**src/rtl/rr_grant_arbiter_if.sv**
```systemverilog
// Request/grant bundle between a set of requesters and rr_grant_arbiter.
//   req       requester -> arbiter  request vector, bit i held while i wants the resource
//   done      requester -> arbiter  bit i pulses on requester i's last cycle of use
//   gnt       arbiter -> requester  registered one-hot (or zero) grant
//   gnt_valid arbiter -> requester  |gnt
//   gnt_idx   arbiter -> requester  binary index of the owner, 0 when no grant
//   timeout   arbiter -> requester  one-cycle pulse when a grant is forcibly revoked
interface rr_grant_arbiter_if #(
   parameter int unsigned NUM_REQ = 16,
   parameter int unsigned IDX_W   = $clog2(NUM_REQ)
);
   logic [NUM_REQ-1:0] req;
   logic [NUM_REQ-1:0] done;
   logic [NUM_REQ-1:0] gnt;
   logic               gnt_valid;
   logic [IDX_W-1:0]   gnt_idx;
   logic               timeout;

   // Requester side.
   modport master (
      output req, done,
      input  gnt, gnt_valid, gnt_idx, timeout
   );

   // Arbiter side.
   modport slave (
      input  req, done,
      output gnt, gnt_valid, gnt_idx, timeout
   );
endinterface

```
**src/rtl/rr_grant_arbiter.sv**
```systemverilog
// Round-robin arbiter with registered one-hot grant, per-owner hold until done/req drop,
// a mandatory one-cycle idle turnaround between grants and an optional hold-time limit.
//   clk  rising-edge clock
//   rst  asynchronous active-high reset
//   bus  slave side of rr_grant_arbiter_if (req/done in, gnt/gnt_valid/gnt_idx/timeout out)
module rr_grant_arbiter #(
   parameter int unsigned NUM_REQ  = 16,
   parameter int unsigned MAX_HOLD = 0,
   parameter int unsigned IDX_W    = $clog2(NUM_REQ),
   parameter int unsigned HOLD_W   = (MAX_HOLD == 0) ? 1 : $clog2(MAX_HOLD + 1)
) (
   input logic              clk,
   input logic              rst,
   rr_grant_arbiter_if.slave bus
);

   localparam int unsigned HoldLast = (MAX_HOLD == 0) ? 0 : MAX_HOLD - 1;

   typedef enum logic [0:0] {StIdle, StGrant} state_e;

   state_e             state_q, state_d;
   logic [NUM_REQ-1:0] gnt_q, gnt_d;
   logic [IDX_W-1:0]   idx_q, idx_d;
   logic [IDX_W-1:0]   ptr_q, ptr_d;
   logic [HOLD_W-1:0]  hcnt_q, hcnt_d;
   logic               timeout_q, timeout_d;

   logic               win_found;
   logic [IDX_W-1:0]   win_idx;
   logic               own_done, own_req, limit_hit;

   // First requester at or above ptr, wrapping. Candidates stay below NUM_REQ, so a
   // non-power-of-two size never yields an out-of-range index.
   always_comb begin
      int unsigned        cand;
      logic [NUM_REQ-1:0] req_sh;
      win_found = 1'b0;
      win_idx   = '0;
      cand      = 0;
      req_sh    = '0;
      for (int unsigned k = 0; k < NUM_REQ; k++) begin
         cand = 32'(ptr_q) + k;
         if (cand >= NUM_REQ) cand = cand - NUM_REQ;
         req_sh = bus.req >> cand;
         if (!win_found && req_sh[0]) begin
            win_found = 1'b1;
            win_idx   = IDX_W'(cand);
         end
      end
   end

   assign own_done  = bus.done[idx_q];
   assign own_req   = bus.req[idx_q];
   assign limit_hit = (MAX_HOLD != 0) && (hcnt_q == HOLD_W'(HoldLast));

   always_comb begin
      state_d   = state_q;
      gnt_d     = gnt_q;
      idx_d     = idx_q;
      ptr_d     = ptr_q;
      hcnt_d    = hcnt_q;
      timeout_d = 1'b0;
      unique case (state_q)
         StIdle: begin
            if (win_found) begin
               state_d = StGrant;
               gnt_d   = NUM_REQ'(1) << win_idx;
               idx_d   = win_idx;
               hcnt_d  = '0;
            end
         end
         StGrant: begin
            if (own_done || !own_req || limit_hit) begin
               state_d = StIdle;
               gnt_d   = '0;
               idx_d   = '0;
               ptr_d   = (idx_q == IDX_W'(NUM_REQ - 1)) ? '0 : idx_q + 1'b1;
               // A cooperative release in the same cycle as the limit is not a timeout.
               timeout_d = limit_hit && !own_done && own_req;
            end else begin
               hcnt_d = hcnt_q + 1'b1;
            end
         end
         default: state_d = StIdle;
      endcase
   end

   always_ff @(posedge clk or posedge rst) begin
      if (rst) begin
         state_q   <= StIdle;
         gnt_q     <= '0;
         idx_q     <= '0;
         ptr_q     <= '0;
         hcnt_q    <= '0;
         timeout_q <= 1'b0;
      end else begin
         state_q   <= state_d;
         gnt_q     <= gnt_d;
         idx_q     <= idx_d;
         ptr_q     <= ptr_d;
         hcnt_q    <= hcnt_d;
         timeout_q <= timeout_d;
      end
   end

   assign bus.gnt       = gnt_q;
   assign bus.gnt_valid = |gnt_q;
   assign bus.gnt_idx   = idx_q;
   assign bus.timeout   = timeout_q;

endmodule

```
**src/flat_wrapper.sv**
```systemverilog
// flat-port wrapper written by rule: the top's interface ports become plain ports
module rr_grant_arbiter_flat 
#(
   parameter int unsigned NUM_REQ  = 16,
   parameter int unsigned MAX_HOLD = 0,
   parameter int unsigned IDX_W    = $clog2(NUM_REQ),
   parameter int unsigned HOLD_W   = (MAX_HOLD == 0) ? 1 : $clog2(MAX_HOLD + 1)
)
  (clk, rst, bus_req, bus_done, bus_gnt, bus_gnt_valid, bus_gnt_idx, bus_timeout);
  rr_grant_arbiter_if #(.NUM_REQ(NUM_REQ), .IDX_W(IDX_W)) bus_i ();
  input logic clk;
  input logic rst;
  input wire logic [$bits(bus_i.req)-1:0] bus_req;
  input wire logic [$bits(bus_i.done)-1:0] bus_done;
  output wire logic [$bits(bus_i.gnt)-1:0] bus_gnt;
  output wire logic [$bits(bus_i.gnt_valid)-1:0] bus_gnt_valid;
  output wire logic [$bits(bus_i.gnt_idx)-1:0] bus_gnt_idx;
  output wire logic [$bits(bus_i.timeout)-1:0] bus_timeout;
  assign bus_i.req = bus_req;
  assign bus_i.done = bus_done;
  assign bus_gnt = bus_i.gnt;
  assign bus_gnt_valid = bus_i.gnt_valid;
  assign bus_gnt_idx = bus_i.gnt_idx;
  assign bus_timeout = bus_i.timeout;
  rr_grant_arbiter #(.NUM_REQ(NUM_REQ), .MAX_HOLD(MAX_HOLD), .IDX_W(IDX_W), .HOLD_W(HOLD_W)) u_core (.clk(clk), .rst(rst), .bus(bus_i));
endmodule
```
**config.mk**
```make
export PLATFORM = sky130hd
export DESIGN_NAME = rr_grant_arbiter_flat
export DESIGN_NICKNAME = d
export VERILOG_FILES = /design/src/rtl/rr_grant_arbiter_if.sv /design/src/rtl/rr_grant_arbiter.sv /design/src/flat_wrapper.sv
export SDC_FILE = /design/constraint.sdc
export NUM_CORES = 1
export LEC_CHECK = 0
export CAP_MARGIN = 20
export CELL_PAD_IN_SITES_DETAIL_PLACEMENT = 1
export CELL_PAD_IN_SITES_GLOBAL_PLACEMENT = 1
export CORE_ASPECT_RATIO = 1.25
export CORE_MARGIN = 2
export CORE_UTILIZATION = 42
export CTS_CLUSTER_SIZE = 30
export DETAILED_ROUTE_END_ITERATION = 10
export GPL_TIMING_DRIVEN = 1
export PLACE_DENSITY_LB_ADDON = 0.1
export SETUP_SLACK_MARGIN = 0.1
export SLEW_MARGIN = 20
export SYNTH_ARGS = -nofsm -noshare
export SYNTH_HDL_FRONTEND = slang
export SYNTH_SLANG_ARGS = --single-unit
```
**constraint.sdc**
```tcl
create_clock -name clk -period 6.42 [get_ports clk]
set_clock_uncertainty 0.1 [all_clocks]
set_input_delay 1.926 -clock clk [delete_from_list [all_inputs] [get_ports clk]]
set_output_delay 1.926 -clock clk [all_outputs]
set_load 0.03 [all_outputs]
```
-- Yosys cells after proc, flatten, opt, wreduce, memory -nomap -nowiden
Cells that the tools add are included.
- bits in registers: 25
- logic and storage cells: 171
- shifts and indexed selects: 17
- $lt $le $gt $ge: 17
- equal/unequal tests: 3
- $add $sub $neg: 32
- bitwise logic cells: 1
- mux-type cells: 62
- reductions and logical operators: 35
- operators with widths (cell ; count):
    $mux W32 ; 16
    $shr A16 B32 Y1 ; 16
    $ge A32 B5 Y1 const B ; 15
    $sub A32 B5 Y32 const B ; 15
    $mux W4 ; 19
    $add A4 B4 Y5 const B ; 8
    $mux W16 ; 2
    $pmux W16 S2 ; 1
    $add A4 B3 Y5 const B ; 4
    $mux W1 ; 20
    $logic_not A1 Y1 ; 16
    $reduce_or A16 Y1 ; 1
    $shl A1 B4 Y16 const A ; 1
    $logic_and A1 B1 Y1 ; 15
    $add A4 B2 Y5 const B ; 2
    $bmux W1 S4 ; 2
    $pmux W4 S2 ; 1
    $sub A4 B5 Y6 const B ; 1
    $add A4 B1 Y5 const B ; 1
    $ge A4 B5 Y1 const B ; 1
    $lt A4 B5 Y1 const B ; 1
    $add A4 B1 Y4 const B ; 1
    $eq A4 B4 Y1 const B ; 1
    $reduce_and A2 Y1 ; 2
    other kinds (5) ; 5

-- Logic depth before layout (Yosys ltp)
- depth in word-level cells: 52
- depth in mapped cells: 19
- depth with buffers taken out: 12

-- Worst setup path after synthesis
OpenSTA, ideal clock, no wires.
- path type: input to register
- from: in bus_req[11]
- to: reg u_core.gnt_q[2], in the netlist u_core.bus.gnt[2]
- buffers on the path: 0
- path slack: 1.292 ns
- required time: 6.199 ns
- stages: 10
- data arrival time: 4.907 ns
- path through: mux4_2 mux4_2 a2111oi_4 and4b_1 nand2_1 or4b_1 a21boi_1 o31ai_4 nor2_1 a22o_1
- longest elaborated chain between the ends: 50
- elaborated cells between the ends (all ways): 88
- RTL lines (what ; line ; RTL):
    from (decl) ; flat_wrapper.sv:13 ; input wire logic [$bits(bus_i.req)-1:0] bus_req;
    $shr A16 B32 Y1 ; rr_grant_arbiter.sv:44 ; req_sh = bus.req >> cand;
    $mux W1 ; rr_grant_arbiter.sv:45 ; if (!win_found && req_sh[0]) begin
    $logic_not A1 Y1 ; rr_grant_arbiter.sv:45 ;
    $logic_and A1 B1 Y1 ; rr_grant_arbiter.sv:45 ;
    $mux W1 ; rr_grant_arbiter.sv:45 ;
    $logic_not A1 Y1 ; rr_grant_arbiter.sv:45 ;
    $logic_and A1 B1 Y1 ; rr_grant_arbiter.sv:45 ;
    $mux W1 ; rr_grant_arbiter.sv:45 ;
    (+34 left out) ; -- ;
    $logic_and A1 B1 Y1 ; rr_grant_arbiter.sv:45 ;
    $mux W1 ; rr_grant_arbiter.sv:45 ;
    $logic_not A1 Y1 ; rr_grant_arbiter.sv:45 ;
    $logic_and A1 B1 Y1 ; rr_grant_arbiter.sv:45 ;
    $mux W4 ; rr_grant_arbiter.sv:45 ;
    $shl A1 B4 Y16 ; rr_grant_arbiter.sv:67 ; gnt_d = NUM_REQ'(1) << win_idx;
    $mux W16 ; rr_grant_arbiter.sv:65 ; if (win_found) begin
    $pmux W16 S2 ; rr_grant_arbiter.sv:63 ; unique case (state_q)
    to (signal assigned) ; rr_grant_arbiter.sv:98 ; gnt_q <= gnt_d;
    to (decl) ; rr_grant_arbiter.sv:22 ; logic [NUM_REQ-1:0] gnt_q, gnt_d;
Several ways; a longest one is shown, not always the timed one. The select of a mux whose other input is x is not followed.
A chain may end at the register's enable or synchronous reset.

-- Final worst setup path
- from: in bus_req[0]
- to: reg u_core.gnt_q[7], in the netlist u_core.bus.gnt[7]
Same word-level chain as after synthesis.

==> out/summary.txt <==
Fin crit period: 5.86 ns
EDFF count, synth: 0
Synth Area per Inst: 9.21 µm²
Die ar.: 9310 µm²
Critical Path Start Type: input pin
Post-cts resize count: 0
Reg-to-Reg End: u_core.bus.gnt[11]
Core Box Area: 8290 µm²
Placer Congestion: 0.940
GRT Total Usage: 28.3%
DRT Wirelength: 12700 µm
Distinct cells, synth: 69
Diode count: 0
Synth Instances: 390
Hold depth: 2
Max incr delay on CP: 0.61 ns
Worst path cell trace: clkdlybuf4s50_1 > mux4_2 > mux4_2 > a2111oi_4 > and4b_1 > nand2_1 > or4b_1 > a21boi_1 > o31ai_4 > nand2b_1 > o21ai_0
Worst hold path type: reg -> reg
Post-CTS setup buffer count: 0
Layout cell share with drive strength beyond 1: 16.6%
Setup TNS: 0 ns
Antenna viol nets, final: 0
Main flop type after synthesis: dfrtp_1
Register area share after synthesis: 17.4%
Die Wd: 86.7 µm
Remaining Overflow, GRT: 0
Via count: 3603
Synthesized flop and latch total: 25
IO Pins: 56
Hold worst-path end: u_core.bus.gnt[9]
Layout Nets: 481
Final Cycle Share: 91.3%
First-iteration detailed-routing DRC count: 257
Worst r2r path cells: 12
Number of global-route vias before repair: 3737
Post-DR wirelength/cell: 23.8 µm
Final count of hold timing violations: 0
CP Max Fanout: 9
Half-perimeter wire length after detailed placement: 9870 µm
Critical-path top delay cell: mux4_2
Die height: 107 µm
MaxCap Viol Count: 0
Worst flop-to-flop path startpoint: u_core.ptr_q[1]
Data required, critical path: 6.47 ns
Worst Setup End Kind: register
Root buf cell: clkbuf_8
Clock latency on the worst-skew pair: 0.27 ns
Port Buffers: 54
Starting Density: 43.3%
CTS Buffer Depth: 2
Clk slew on worst S/H paths: 0.09 ns
Slew Viols, Final: 0
R2R setup slack: 1.44 ns
Yosys warns: 0
Global-route wire length before repair: 20400 µm
Arrival time at the worst endpoint: 5.92 ns
F_max: 171 MHz
Outcome: completed
Layout area overhead: 18.8%
Vias per inst: 6.77
Most numerous cell on the critical path: mux4_2
First-pass DRT Iterations: 5
Hold buffer count at cts: 0
Cell row count: 37
# H-tree levels: 1
Worst min-delay path startpoint: u_core.bus.gnt[9]
Kind of critical path: in -> reg
Clock sinks: 25
RSZ-0062 raised after global routing: no
Drt drc: 0
Mapped Nets: 435
Worst slew margin: 37.7%
Largest net degree at the start of global routing: 35
Synth Cell Area: 3590 µm²
Total CTS buffers: 3
FFs w/ async S/R, synth: 100%
CTS tree: built
Initial antenna violation count: 0
Final number of setup-violating endpoints: 0
Slew @ Worst Pin: 0.933 ns
## logic make-up (layout without fill, tap and decap cells)
kind of cell | after synthesis | after routing | share of synthesized area (%)
XOR/XNOR | 9 | 9 | 2.19
multiplexers | 63 | 63 | 30.6
buffers and inverters | 47 | 92 | 5.50
AND/OR/NAND/NOR | 120 | 120 | 17.0
other | 1 | 1 | 0.104
AO/OA/AOI/OAI | 114 | 114 | 23.3
adder cells (fa/ha/maj) | 11 | 11 | 3.83
flip-flops | 25 | 25 | 17.4
## synthesized netlist by cell type, types with 10 or more instances
cell type  instances  area [µm²]
nand2_1           46         173
mux4_2            36         811
dfrtp_1           25         626
inv_1             23        86.3
a21oi_1           19        95.1
mux2_2            15         169
nor2_1            15        56.3
nand2b_1          13        81.3
clkbuf_1          12        45.0
mux2i_1           12         120
o21ai_0           12        60.1
ha_1              11         138
o21ai_1           10        50.1
## critical path, delay by kind of cell
family | cells | cell delay [ns]
mux | 2 | 1.15
buf+inv | 1 | 0.59
simple gates | 4 | 1.18
compound gates | 4 | 1.07
## per-stage QoR
stage | hold slack (ns) | cells | util (%) | cell area [µm²] | setup WS [ns]
floorplan | 0.558 | 390 | - | 3590 | 1.29
global placement | 0.407 | 528 | 50.9 | 4220 | 0.377
detailed placement | 0.417 | 528 | 50.9 | 4220 | 0.282
CTS | 0.435 | 532 | 51.5 | 4270 | 0.574
global route | 0.473 | 532 | 51.5 | 4270 | 0.391
finish | 0.439 | 532 | 51.5 | 4270 | 0.559
## registers in the layout, summed over array words and instances (netlist names)
name	count
u_core.state_q	1
u_core.bus.gnt	16
u_core.bus.gnt_idx	4
u_core.ptr_q	4
## cells in the final DEF, fill, tap and decap left out, types with 3 or more instances in the layout
cell             count
a211o_1              3
o221ai_1             3
o21ai_1             10
clkdlybuf4s50_1     54
a31oi_1              6
mux2_2              15
inv_1               23
or2_2                3
o32ai_1              6
clkbuf_8             3
o22ai_1              3
a22o_1               3
buf_4               10
mux2i_1             12
o21ai_0             12
nor4_1               6
xor2_1               4
o21a_1               3
a221oi_1             4
nand2b_1            13
nor2_1              15
a21o_1               7
nand2_1             46
xnor2_1              5
a32o_1               4
and3_1               3
o211ai_1             4
a21oi_1             19
dfrtp_1             25
mux4_2              36
nor3_1               8
ha_1                11
nand3_1              8
## per-layer routing
layer | GRT usage, % | wire length [µm]
met5 | 0 | 0
met1 | 38.0 | 5250
met4 | 12.8 | 524
met2 | 46.6 | 6370
met3 | 1.92 | 506
## area by class of cell
cell class | count | area [µm²]
Fill cell | 978 | 4020
Clock buffer | 4 | 45.0
Multi-Input combinational cell | 318 | 2770
Inverter | 24 | 90.1
Timing Repair Buffer | 64 | 616
Sequential cell | 25 | 626
Tap cell | 97 | 121
## worst max path at each step
stage / start / endpoint / slack, ns / depth (start not counted)
after floorplan: bus_req[11] / u_core.bus.gnt[2] / 1.29 / 10
final: bus_req[0] / u_core.bus.gnt[7] / 0.56 / 11
after global routing: bus_req[15] / u_core.bus.gnt[7] / 0.39 / 11
after CTS: bus_req[0] / u_core.bus.gnt[0] / 0.57 / 9
after global placement: bus_req[1] / u_core.bus.gnt[0] / 0.38 / 9
after detailed placement: bus_req[0] / u_core.bus.gnt[0] / 0.28 / 9
Power is left out: the tool's default activity adds up to more than one toggle a clock period on the data nets, which glitch-free logic cannot reach.
